File: src/rtl/pipeline_pkg.sv
// pipeline_pkg: instruction field decoders, opcode/aluop constants and sequencer state encoding
package pipeline_pkg;
    localparam logic [4:0] OP_RTYPE = 5'b00000;
    localparam logic [4:0] OP_LW    = 5'b01000;
    localparam logic [4:0] OP_SW    = 5'b00111;
    localparam logic [4:0] OP_BNE   = 5'b00010;
    localparam logic [4:0] OP_BLT   = 5'b00110;
    localparam logic [4:0] ALU_MUL  = 5'b00110;
    localparam logic [4:0] ALU_DIV  = 5'b00111;
    localparam logic [31:0] NOP     = 32'h0000_0000;

    typedef enum logic {RUN, MD_BUSY} state_t;

    function automatic logic [4:0] f_op(input logic [31:0] i);    return i[31:27]; endfunction
    function automatic logic [4:0] f_rd(input logic [31:0] i);    return i[26:22]; endfunction
    function automatic logic [4:0] f_rs(input logic [31:0] i);    return i[21:17]; endfunction
    function automatic logic [4:0] f_rt(input logic [31:0] i);    return i[16:12]; endfunction
    function automatic logic [4:0] f_aluop(input logic [31:0] i); return i[6:2];   endfunction
endpackage

File: src/rtl/hazard_detect.sv
// hazard_detect: combinational load-use and multdiv-in-DX detection
//   fd_insn, dx_insn : instructions in FD and DX registers
//   lu_hazard        : FD reads the register a DX load is about to write
//   dx_is_md         : DX holds a mul or div
module hazard_detect
    import pipeline_pkg::*;
(
    input  logic [31:0] fd_insn,
    input  logic [31:0] dx_insn,
    output logic        lu_hazard,
    output logic        dx_is_md
);
    logic [4:0] dst;
    logic       fd_uses_rt, fd_uses_rd;
    logic       unused_bits;

    assign unused_bits = ^{fd_insn[11:0], dx_insn[21:7], dx_insn[1:0]};
    assign dst         = f_rd(dx_insn);
    assign fd_uses_rt  = f_op(fd_insn) == OP_RTYPE;
    // stores and branches read their second source through the rd field
    assign fd_uses_rd  = f_op(fd_insn) inside {OP_SW, OP_BNE, OP_BLT};
    assign lu_hazard   = f_op(dx_insn) == OP_LW && dst != 5'd0 &&
                         (f_rs(fd_insn) == dst ||
                          (fd_uses_rt && f_rt(fd_insn) == dst) ||
                          (fd_uses_rd && f_rd(fd_insn) == dst));
    assign dx_is_md    = f_op(dx_insn) == OP_RTYPE && f_aluop(dx_insn) inside {ALU_MUL, ALU_DIV};
endmodule

File: src/rtl/pipeline_hazard_ctrl.sv
// pipeline_hazard_ctrl: stall/flush sequencer for the five-stage pipeline with multdiv handshake
//   clk, rst_n          : clock, asynchronous active-low reset
//   fd_insn, dx_insn    : instructions in FD and DX
//   branch_taken        : X-stage taken branch/jump
//   md_ready            : multdiv result valid pulse
//   *_we, *_bubble      : pipeline register write-enables and NOP-load selects
//   md_start, md_busy   : multdiv start pulse, busy indication
//   md_error            : sticky multdiv timeout flag
//   stall_count         : saturating count of cycles with pc_we low
module pipeline_hazard_ctrl
    import pipeline_pkg::*;
#(
    parameter int MD_TIMEOUT = 40,
    parameter int CNT_W      = 32
) (
    input  logic             clk,
    input  logic             rst_n,
    input  logic [31:0]      fd_insn,
    input  logic [31:0]      dx_insn,
    input  logic             branch_taken,
    input  logic             md_ready,
    output logic             pc_we,
    output logic             fd_we,
    output logic             dx_we,
    output logic             xm_we,
    output logic             mw_we,
    output logic             fd_bubble,
    output logic             dx_bubble,
    output logic             xm_bubble,
    output logic             md_start,
    output logic             md_busy,
    output logic             md_error,
    output logic [CNT_W-1:0] stall_count
);
    localparam int TW = $clog2(MD_TIMEOUT);

    state_t        state, state_n;
    logic [TW-1:0] timer, timer_n;
    logic          lu_hazard, dx_is_md, err_set;

    hazard_detect u_hd (
        .fd_insn   (fd_insn),
        .dx_insn   (dx_insn),
        .lu_hazard (lu_hazard),
        .dx_is_md  (dx_is_md)
    );

    always_comb begin
        pc_we     = 1'b1;
        fd_we     = 1'b1;
        dx_we     = 1'b1;
        xm_we     = 1'b1;
        mw_we     = 1'b1;
        fd_bubble = 1'b0;
        dx_bubble = 1'b0;
        xm_bubble = 1'b0;
        md_start  = 1'b0;
        md_busy   = 1'b0;
        err_set   = 1'b0;
        state_n   = state;
        timer_n   = timer;
        if (state == RUN) begin
            if (branch_taken) begin
                fd_bubble = 1'b1;
                dx_bubble = 1'b1;
            end else if (dx_is_md) begin
                md_start  = 1'b1;
                pc_we     = 1'b0;
                fd_we     = 1'b0;
                dx_we     = 1'b0;
                xm_bubble = 1'b1;
                state_n   = MD_BUSY;
                timer_n   = '0;
            end else if (lu_hazard) begin
                pc_we     = 1'b0;
                fd_we     = 1'b0;
                dx_bubble = 1'b1;
            end
        end else begin
            md_busy   = 1'b1;
            xm_bubble = 1'b1;
            pc_we     = 1'b0;
            fd_we     = 1'b0;
            dx_we     = 1'b0;
            if (md_ready) begin
                xm_bubble = 1'b0;
                pc_we     = !lu_hazard;
                fd_we     = !lu_hazard;
                dx_we     = 1'b1;
                dx_bubble = lu_hazard;
                state_n   = RUN;
            end else if (timer == TW'(MD_TIMEOUT - 1)) begin
                // abandon the multdiv: squash it in DX and let the front end advance
                err_set   = 1'b1;
                dx_bubble = 1'b1;
                dx_we     = 1'b1;
                pc_we     = 1'b1;
                fd_we     = 1'b1;
                state_n   = RUN;
            end else begin
                timer_n   = timer + 1'b1;
            end
        end
    end

    always_ff @(posedge clk or negedge rst_n) begin
        if (!rst_n) begin
            state       <= RUN;
            timer       <= '0;
            md_error    <= 1'b0;
            stall_count <= '0;
        end else begin
            state    <= state_n;
            timer    <= timer_n;
            md_error <= md_error | err_set;
            if (!pc_we && stall_count != '1)
                stall_count <= stall_count + 1'b1;
        end
    end
endmodule

File: config.mk
export PLATFORM = sky130hd
export DESIGN_NAME = pipeline_hazard_ctrl
export DESIGN_NICKNAME = d
export VERILOG_FILES = /design/src/rtl/pipeline_pkg.sv /design/src/rtl/hazard_detect.sv /design/src/rtl/pipeline_hazard_ctrl.sv
export SDC_FILE = /design/constraint.sdc
export NUM_CORES = 1
export LEC_CHECK = 0
export CAP_MARGIN = 5
export CORE_MARGIN = 8
export CORE_UTILIZATION = 37
export CTS_CLUSTER_DIAMETER = 200
export DETAILED_ROUTE_END_ITERATION = 10
export PLACE_DENSITY = 0.82
export SETUP_SLACK_MARGIN = 0.15
export SLEW_MARGIN = 10
export SYNTH_ARGS = -nofsm -noshare
export SYNTH_HDL_FRONTEND = slang
export SYNTH_SLANG_ARGS = --single-unit
File: constraint.sdc
create_clock -name clk -period 2.21 [get_ports clk]
set_input_delay 0.442 -clock clk [delete_from_list [all_inputs] [get_ports clk]]
set_output_delay 0.442 -clock clk [all_outputs]
set_load 0.01 [all_outputs]
==> impl_metrics.toml, run 1 <==
[grt]
grt_most_used_layer = "met2"
gr-usage-met1_pct = 19.1
grt_pass1_vias = 2692
grt_usage_pct = 18.4
grtUsageMet2_pct = 33.1
use_met3_pct = 6.77
gr-total-overflow = 0
antenna_found_initial = 0
grt_max_degree = 19
grt_pass1_wl_mm = 13.0

[routing]
drt-total-wl_mm = 7.77
wl_per_cell_um = 17.5
vias = 2356
vias_per_cell = 5.29
drt_iter0_markers = 57
drc = 0
postRouteAntennaNets = 0
dr.pass1.iters = 4

[setup_path]
critPathTopFamily = "buffers and inverters"
worstSetupEndpointType = "output pin"
critPathBufInv = 3
crit_start = "fd_insn[29]"
cp_data_required_time_ns = 1.77
reg2regPathDepth = 8
crit_path_top_delay_cell = "clkdlybuf4s50_1"
cpPeakStageDelay_ns = 0.53
start_kind = "primary input"
r2r-end = "stall_count[25]"
crit_path_frequent_cell = "nor3_1"
worstPathMaxFanout = 2
r2r_start = "stall_count[2]"
worstPathCellList = "clkdlybuf4s50_1 > nor2b_1 > nor3_1 > nand4_1 > a31oi_4 > buf_6 > nor3_1 > nor2_1 > buf_2"
crit_type = "primary input to output pin"
crit_arrival_ns = 1.97
reg2reg_slack_ns = 0.04

[placed_design]
placed_cell_area_mm2 = 0.00365
dp_hpwl_mm = 5.33
placedCellCount = 418
port_buffers = 78
pre_cts_slack_ns = -0.975
gp_congestion = 0.877

[timing]
drv_slew = 0
rsz0062_at_grt = "true"
layout_min_cycle_time_ns = 2.41
skew_ns = 0.00861
period_share_pct = 109
setup-violations-final = 34
setup_ws_ns = -0.204
hold_viol_final = 0
fmax_ghz = 0.414

[synthesis]
synth_area_leaders = "dfrtp_1 (43%), xor2_1 (16%), nor3_1 (4.3%)"
ys_ff_latch = 40
synthDistinctLibCells = 36
synthesis.area_mm2 = 0.00233
synth_top_area_share_pct = 43.0
yosysWarnings = 0
synth_seq_area_share_pct = 43.0
syn_inst = 229
synth_top_cell_by_area = "dfrtp_1"
avgSynthCellArea_um2 = 10.2

[clock_network]
cts_buffers = 5
htree_num_levels = 2
postCtsHoldBufs = 0
clkSinkCount = 40
clk_latency_ns = 0.30
cts_tree = "done"
max-clock-path-buffers = 2
path_clk_slew_ns = 0.08
cts_root_buf = "clkbuf_8"

[die]
die_h_um = 95.3
die_w_um = 95.3
ios = 111
num_rows = 29
dieArea_mm2 = 0.00908
core_mm2 = 0.00620
start_util_pct = 37.5

[outcome]
status = "complete, but fails checks"
violations = "negative setup slack"

[power]
p_leak_uw = 0.00200
vdd_drop_max_v = 0.000356
p_int_uw = 1230
power_frac_comb_pct = 10.7
power_density_mw_per_mm2 = 367
clkPwrFrac_pct = 42.2
sw_frac_of_total_pct = 21.9
pwr-share-seq_pct = 47.1
power.switching_uw = 346

[layout]
regArea_mm2 = 0.00101
antennaDiodeCount = 0
drive_above_1_share_pct = 39.7
syn_to_final_growth_pct = 85.0
instances_no_fill = 445
postLayoutCellArea_mm2 = 0.00431
final_common_cell = "clkdlybuf4s50_1"
final_core_util_pct = 69.4
final_nets = 437
multi_input_area_mm2 = 0.00171
layout_common_cells = "clkdlybuf4s50_1 (45), xor2_1 (40), buf_4 (39)"
fillers = 423

[run]
maxCapViolCount = 0

[hold_path]
hp-class = "primary input to async pin"
==> worst max path at each step <==
stage / cells past startpoint / to / slack, ns
2_1_floorplan: 7 / pc_we / -0.08
3_3_place_gp: 8 / dx_bubble / -0.94
3_5_place_dp: 8 / dx_bubble / -0.98
4_1_cts: 9 / dx_bubble / -0.36
5_1_grt: 9 / dx_bubble / -0.36
6_report: 9 / dx_bubble / -0.20
==> synth_stat cells (all sizes together) <==
| cell type | instances |
|---|---|
| buf | 9 |
| o21ai | 2 |
| mux2 | 4 |
| nor4b | 3 |
| nand4 | 12 |
| nor3b | 4 |
| a22o | 1 |
| a21oi | 2 |
| nand2b | 3 |
| a31oi | 1 |
| dfrtp | 40 |
| nand3 | 12 |
| conb | 1 |
| xnor2 | 5 |
| and3 | 5 |
| nor3 | 20 |
| nor4bb | 1 |
| o211ai | 2 |
| nor2 | 16 |
| nor4 | 11 |
| or4 | 3 |
| and2 | 1 |
| inv | 1 |
| nand4b | 1 |
| xor2 | 43 |
| and4 | 2 |
| nand2 | 18 |
| ha | 2 |
| o21bai | 1 |
| nor2b | 3 |
==> metal layers <==
layer | wire length, µm | vias up
li1 | - | 1083
met1 | 2910 | 1172
met2 | 3970 | 88
met3 | 743 | 13
met4 | 146 | 0
met5 | 0 | -
==> power groups by stage <==
stage               sequential [µW]  clock, µW  combinational (µW)
finish                          743        666                 169
global route                    744        709                 185
CTS                             742        681                 166
detailed placement              756          0                 171
global placement                756          0                 167
floorplan                       758          0                42.4
==> state kept, by name, indices dropped and copies added (netlist names) <==
name and count:
md_error 1, timer 6, stall_count 32, state 1
==> what timing repair did <==
action                                  4_1_cts  5_1_grt
pin swaps                                    39       28
cloned                                        1        0
endpoints found under the setup margin       39       36
resized for setup                           119       37
setup buffers                                16        2
==> through the flow <==
step                      hold WS (ns)  total power (µW)  TNS (ns)
final                          0.00614              1580     -3.14
after global routing            0.0128              1640     -7.83
after CTS                      0.00752              1590     -8.02
after detailed placement         0.336               928    -24.49
after global placement           0.329               922    -22.50
after floorplan                  0.146               800    -0.277
==> layout make-up <==
| class | instances | share of cell area, % |
|---|---|---|
| clock buffers | 7 | 2.24 |
| clock inverters | 1 | 0.697 |
| inverters | 1 | 0.0872 |
| multi-input cells | 180 | 39.8 |
| flip-flops and latches | 40 | 23.4 |
| well taps | 77 | 2.24 |
| repair buffers | 139 | 31.6 |
==> cell families after synthesis <==
group | count (synthesis) | synth area share (%)
compound gates | 9 | 2.90
xor+xnor | 48 | 18.1
simple gates | 115 | 29.8
flops | 40 | 43.0
mux | 4 | 1.94
buf+inv | 10 | 3.06
other cells | 1 | 0.161
fa+ha+maj | 2 | 1.08
No activity file was read; power rests on OpenSTA's default activity.
==> run 2, diff against run 1 <==
Settings changed: CAP_MARGIN 5 to 20.
==> results of run 2 <==
Same layout as run 1: the final DEF is identical, and so are final timing and power.
==> run 3, diff against run 2 <==
Settings changed: CAP_MARGIN 20 to unset, CTS_CLUSTER_SIZE set to 20, SLEW_MARGIN 10 to unset.
==> results of run 3 <==
Same layout as run 1: the final DEF is identical, and so are final timing and power.
